[src/rtl/mwc_table.sv]
// Expected-write table: DEPTH entries, one synchronous write port and one
// asynchronous read port. Out-of-range indices are ignored / read as zero.
module mwc_table #(
    parameter int ADDR_W = 32,
    parameter int DATA_W = 32,
    parameter int DEPTH  = 4,
    parameter int IDX_W  = $clog2(DEPTH) + 1
) (
    input  logic              clk,
    input  logic              we,
    input  logic [IDX_W-1:0]  wrIdx,
    input  logic [ADDR_W-1:0] wrAddr,
    input  logic [DATA_W-1:0] wrData,
    input  logic [IDX_W-1:0]  rdIdx,
    output logic [ADDR_W-1:0] rdAddr,
    output logic [DATA_W-1:0] rdData
);

    typedef struct packed {
        logic [ADDR_W-1:0] addr;
        logic [DATA_W-1:0] data;
    } entry_t;

    entry_t mem [DEPTH];

    // Index compare per entry keeps DEPTH=1 (zero-width select) legal.
    always_ff @(posedge clk) begin
        for (int unsigned i = 0; i < unsigned'(DEPTH); i++) begin
            if (we && (wrIdx == IDX_W'(i))) begin
                mem[i] <= '{addr: wrAddr, data: wrData};
            end
        end
    end

    always_comb begin
        rdAddr = '0;
        rdData = '0;
        for (int unsigned i = 0; i < unsigned'(DEPTH); i++) begin
            if (rdIdx == IDX_W'(i)) begin
                rdAddr = mem[i].addr;
                rdData = mem[i].data;
            end
        end
    end

endmodule

[config.mk]
export PLATFORM = sky130hd
export DESIGN_NAME = mwc_table
export DESIGN_NICKNAME = d
export VERILOG_FILES = /design/src/rtl/mwc_table.sv
export SDC_FILE = /design/constraint.sdc
export NUM_CORES = 1
export LEC_CHECK = 0
export CAP_MARGIN = 20
export CORE_ASPECT_RATIO = 1.4
export CORE_UTILIZATION = 45
export CTS_BUF_LIST = sky130_fd_sc_hd__clkbuf_4
export CTS_CLUSTER_DIAMETER = 100
export DETAILED_ROUTE_END_ITERATION = 10
export GPL_TIMING_DRIVEN = 0
export HOLD_SLACK_MARGIN = 0.05
export PLACE_DENSITY = 0.75
export REMOVE_ABC_BUFFERS = 1
export SYNTH_ARGS = -nofsm -noshare
export SYNTH_HDL_FRONTEND = slang
export SYNTH_SLANG_ARGS = --single-unit
[constraint.sdc]
create_clock -name clk -period 8.9 [get_ports clk]
set_input_delay 1.78 -clock clk [delete_from_list [all_inputs] [get_ports clk]]
set_output_delay 1.78 -clock clk [all_outputs]
set_load 0.03 [all_outputs]
## After elaboration in Yosys (flattened, before gate mapping)

Memories as Yosys holds them, arrays and structs flattened.
Index checks and enable logic that the tools add are counted.

- Add/subtract/negate cells: 0
- Multipliers: 0
- Divide/modulo/power cells: 0
- Order comparisons: 0
- Eq/ne operators: 6
- Shift operators: 0
- Multiplexer cells: 25
- Bitwise gates (word level): 0
- Reduce and logical (&&, ||, !) cells: 9

Operator list:

| cell | count |
|---|---|
| 32-bit two-way mux | 8 |
| 64-bit two-way mux | 3 |
| 64-bit OR reduction | 3 |
| 3-bit by 2-bit == test with 1-bit output, second input constant | 4 |
| 1-bit two-way mux | 11 |
| 3-bit by 1-bit == test with 1-bit output, second input constant | 2 |
| 3-bit logical NOT | 2 |
| 2-bit two-way mux | 3 |
| 1-bit logical AND | 4 |

- Bits in registers: 0
- Latch bits: 0
- Memory bits (writable): 256
- Memory bits (read-only): 0
- Input port bits: 72
- Word-level logic and storage cells: 41
- Memories: 1

Memory list:

| memory | depth | bits a word | read ports | clocked after Yosys merged registers in | wr ports | line | RTL |
|---|---|---|---|---|---|---|---|
| mem | 4 | 64 | 4 | 0 | 1 | 24 | `entry_t mem [DEPTH];` |

## Longest topological paths before layout

Gate-level depths: netlist of run 1.

- Depth in word-level cells: 8
- Mapped depth: 4
- Depth with buffers taken out: 2

## Worst setup path after synthesis of run 1

Ideal clock, no wire load.

- Path type: input -> register
- Start: input wrIdx[2]
- End: memory mem[0][0] in the netlist's numbering (enable)
- Library setup time: 0.670 ns
- Data arrival time: 8.491 ns
- Data required time: 8.230 ns
- Slack: -0.261 ns
- Stages on the path: 1
- Buffers on the path: 0
- Path through: nor4b_1

- Cells in the longest elaborated chain, start to end: 8
- Elaborated cells on any way between the ends: 25
- Classes of those cells: eq/ne: 3; mux: 14; reduce/logical: 8

Ends and longest elaborated chain:

| element | line | RTL |
|---|---|---|
| start: declaration | 11 | `input logic [IDX_W-1:0] wrIdx,` |
| 3-bit by 1-bit == test with 1-bit output | 29 | `if (we && (wrIdx == IDX_W'(i))) begin` |
| 1-bit logical AND | 29 |  |
| 1-bit two-way mux | 29 |  |
| 1-bit two-way mux (not written as such) | 30 | `mem[i] <= '{addr: wrAddr, data: wrData};` |
| 64-bit OR reduction (no source line) | -- |  |
| 2-bit two-way mux (no source line) / 1-bit two-way mux (equally long branches) (3 in a row) | -- |  |
| end: declaration | 24 |  |

Several ways; a longest one is shown, not always the timed one.

## Worst setup path after layout of run 1

- Start: input rdIdx[0]
- End: output rdData[2]

- Cells in the longest elaborated chain, start to end: 5
- Elaborated cells on any way between the ends: 8
- Classes of those cells: eq/ne: 3; mux: 4; reduce/logical: 1

Ends and longest elaborated chain:

| element | line | RTL |
|---|---|---|
| start: declaration | 14 | `input logic [IDX_W-1:0] rdIdx,` |
| 3-bit logical NOT | 39 | `if (rdIdx == IDX_W'(i)) begin` |
| 32-bit two-way mux (3 in a row) | 39 |  |
| 32-bit two-way mux * | 39 |  |
| end: declaration | 16 | `output logic [DATA_W-1:0] rdData` |

Every way passes the cells marked *; elsewhere a longest branch is shown, timed or not.

==> results of run 1 <==
==> cell usage after synthesis <==
| cell type | number |
|---|---|
| edfxtp_1 | 256 |
| buf_8 | 5 |
| buf_4 | 1 |
| buf_2 | 7 |
| and4b_1 | 1 |
| buf_6 | 1 |
| nand2b_1 | 1 |
| nor4bb_1 | 2 |
| nor4b_1 | 1 |
| clkbuf_1 | 6 |
| or2_1 | 1 |
| mux2i_1 | 128 |
| o22ai_1 | 64 |
| buf_12 | 8 |
==> critical path, delay by kind of cell <==
kind / cells / cell delay, ns
simple gates: 1 / 0.76
compound gates: 1 / 0.30
buf+inv: 2 / 1.20
==> layout make-up <==
cell class	instances	area [sq um]
diodes	1	2.50
fillers	1583	9060
repair buffers	157	1610
clock inverters	15	60.1
well taps	260	325
clock buffers	90	676
flip-flops and latches	256	7690
multi-input cells	198	1780
==> report_power, final <==
part / total (mW) / internal [mW] / switching [mW]
combinational: 0.223 / 0.0997 / 0.123
sequential: 1.38 / 1.37 / 0.00947
clock: 0.877 / 0.459 / 0.418
==> worst max-delay path by stage <==
stage | start | endpoint | slack (ns) | cells after the start
2_1_floorplan | wrIdx[2] | mem[0][0] | -0.26 | 1
3_3_place_gp | wrIdx[0] | mem[0][63] | -5.66 | 2
3_5_place_dp | rdIdx[0] | rdData[2] | 3.08 | 4
4_1_cts | rdIdx[0] | rdData[2] | 3.08 | 4
5_1_grt | rdIdx[0] | rdData[2] | 3.00 | 4
6_report | rdIdx[0] | rdData[2] | 3.05 | 4
==> cell families after synthesis <==
family	count (synthesis)
compound gates	64
simple gates	6
flops	256
buf+inv	28
mux	128
==> stage by stage <==
stage               std cells  power (mW)
floorplan                 454        1.50
global placement          849        1.64
detailed placement        871        1.63
CTS                       976        2.51
global route              977        2.58
finish                    977        2.48
==> layer usage <==
| metal | share of wire [%] | GRT usage (%) |
|---|---|---|
| met3 | 4.2 | 4.03 |
| met4 | 2.7 | 7.68 |
| met5 | 0.059 | 0 |
| met2 | 54 | 30.9 |
| met1 | 39 | 19.9 |
==> flow_summary_export.csv, run 1 <==
group,metric,value,unit
logic_synthesis,ys_types,14,
grt,grt_max_degree,69,
detailed_routing,wire_per_inst,19.2,um
floorplan,die_x,126,um
clock_network,cts.sinks,256,
clock_network,cts_buffer_depth,3,
finish,largest_reg_flops,256,
finish,syn_to_final_growth,24.7,%
worst_setup_path,cp-start-kind,"input port",
logic_synthesis,synth-seq-cells,256,
logic_synthesis,synth.area.top_cells,"edfxtp_1 (79%), mux2i_1 (13%), o22ai_1 (4.1%)",
logic_synthesis,syn_area,9730,sq um
detailed_routing,wl,18.7,mm
clock_network,h-tree-depth,2,
logic_synthesis,yosys_warnings,0,
finish,drive_gt1_share,17.2,%
clock_network,ctsResizeCount,0,
finish,final_util,57.3,%
min_path,holdPathEnd,"mem[0][45]",
grt,grt_pass1_vias,5573,
detailed_routing,firstDrtPassIters,4,
finish,final_common_cell,"edfxtp_1",
logic_synthesis,synthMuxAreaShare,13.2,%
min_path,min_path_type,"in2reg",
placement,dpl_cell_area,11400,sq um
logic_synthesis,syn_inst,482,
worst_setup_path,crit_path_frequent_cell,"clkdlybuf4s50_1",
clock_network,cts_hold_buf,0,
placement,dp_hpwl,11.5,mm
worst_setup_path,slowest_stage,"or2_4",
floorplan,core,21200,sq um
min_path,holdPathStages,1,
timing,hold_ws,1.76,ns
detailed_routing,drt_iter0_drc,195,
clock_network,postCtsSetupRepairBufs,0,
logic_synthesis,synthSimpleGateAreaFrac,0.527,%
grt,grt_usage,17.4,%
placement,pre_cts_ws,3.08,ns
job,maxCapViolCount,0,
finish,reg_top3,"mem: 256 flops",
detailed_routing,post_drt_via_cell_ratio,5.26,
logic_synthesis,synth_top_area_share,79.0,%
finish,largest_register,"mem",
worst_setup_path,crit_fanout,64,
floorplan,placementRows,63,
clock_network,cts_tree,"built",
timing,finalCritPeriodShare,65.7,%
timing,fin_crit,5.85,ns
finish,fin_area,12100,sq um
detailed_routing,route.vias.total,5139,
detailed_routing,ant_nets,0,
logic_synthesis,yosysTopAreaCell,"edfxtp_1",
timing,slew_viol_final,0,
logic_synthesis,ys_seq_area_share,79.0,%
logic_synthesis,synth_top_family_by_area,"multiplexers",
grt,grt_first_pass_wirelength,29.4,mm
logic_synthesis,synth-xor-area-share,0,%
timing,worst_pin_slew,0.916,ns
timing,fin_tns_setup,0,ns
outcome,status,"completed",
finish,final_cell_mix,"edfxtp_1 (256), clkdlybuf4s50_1 (134), mux2i_1 (128)",
floorplan,io_pins,136,
floorplan,initial_utilization,45.9,%
clock_network,cts_buffers,58,
floorplan,dieArea,22200,sq um
floorplan,die_y,176,um
finish,fin_nets,743,
timing,fmax,171,MHz
grt,overflow,0,
timing,relSlewSlack,38.9,%
min_path,min_from,"wrAddr[13]",
logic_synthesis,synth_compound_area_share,4.11,%
power,ir_worst_vdd,0.128,mV
logic_synthesis,synthAdderAreaFrac,0,%
worst_setup_path,crit_type,"in2out",
placement,placement.io_buffers,135,
worst_setup_path,cp.required,7.12,ns
detailed_routing,drcViolationCount,0,
power,power_per_cell_area,204,nW/um^2
clock_network,clk_pin_slew_worst_paths,0.07,ns
clock_network,root_buffer,"clkbuf_4",
placement,place_congestion,0.639,
worst_setup_path,worstSetupEndpointType,"output pin",
worst_setup_path,crit_arrival,4.07,ns
worst_setup_path,max_stage_delay,0.76,ns
logic_synthesis,avgSynthCellArea,20.2,sq um
timing,finalHoldViolations,0,
timing,finalSetupViolCount,0,
timing,worst_slack,3.05,ns
power,p_leak,4.31,nW
grt,antenna_found_initial,2,
timing,rsz0062_at_grt,"false",
worst_setup_path,crit_path_cell_trace,"clkdlybuf4s50_1 -> or2_4 -> o22ai_1 -> clkdlybuf4s50_1",
Note: power is estimated with default switching activity, not from simulation.
==> inputs of run 2 (changes only) <==
- clock period: 8.9 -> 5 ns (I/O delays scaled with it)
==> results of run 2 <==
Same layout as run 1 (identical final DEF). Status: completed.
Main changes from that run: setup slack after placement 3.08 ns -> 0.741 ns; setup slack after layout 3.05 ns -> 0.712 ns; hold slack 1.76 ns -> 0.980 ns; total power 2.48 mW -> 4.41 mW; worst IR drop on VDD 0.128 mV -> 0.228 mV
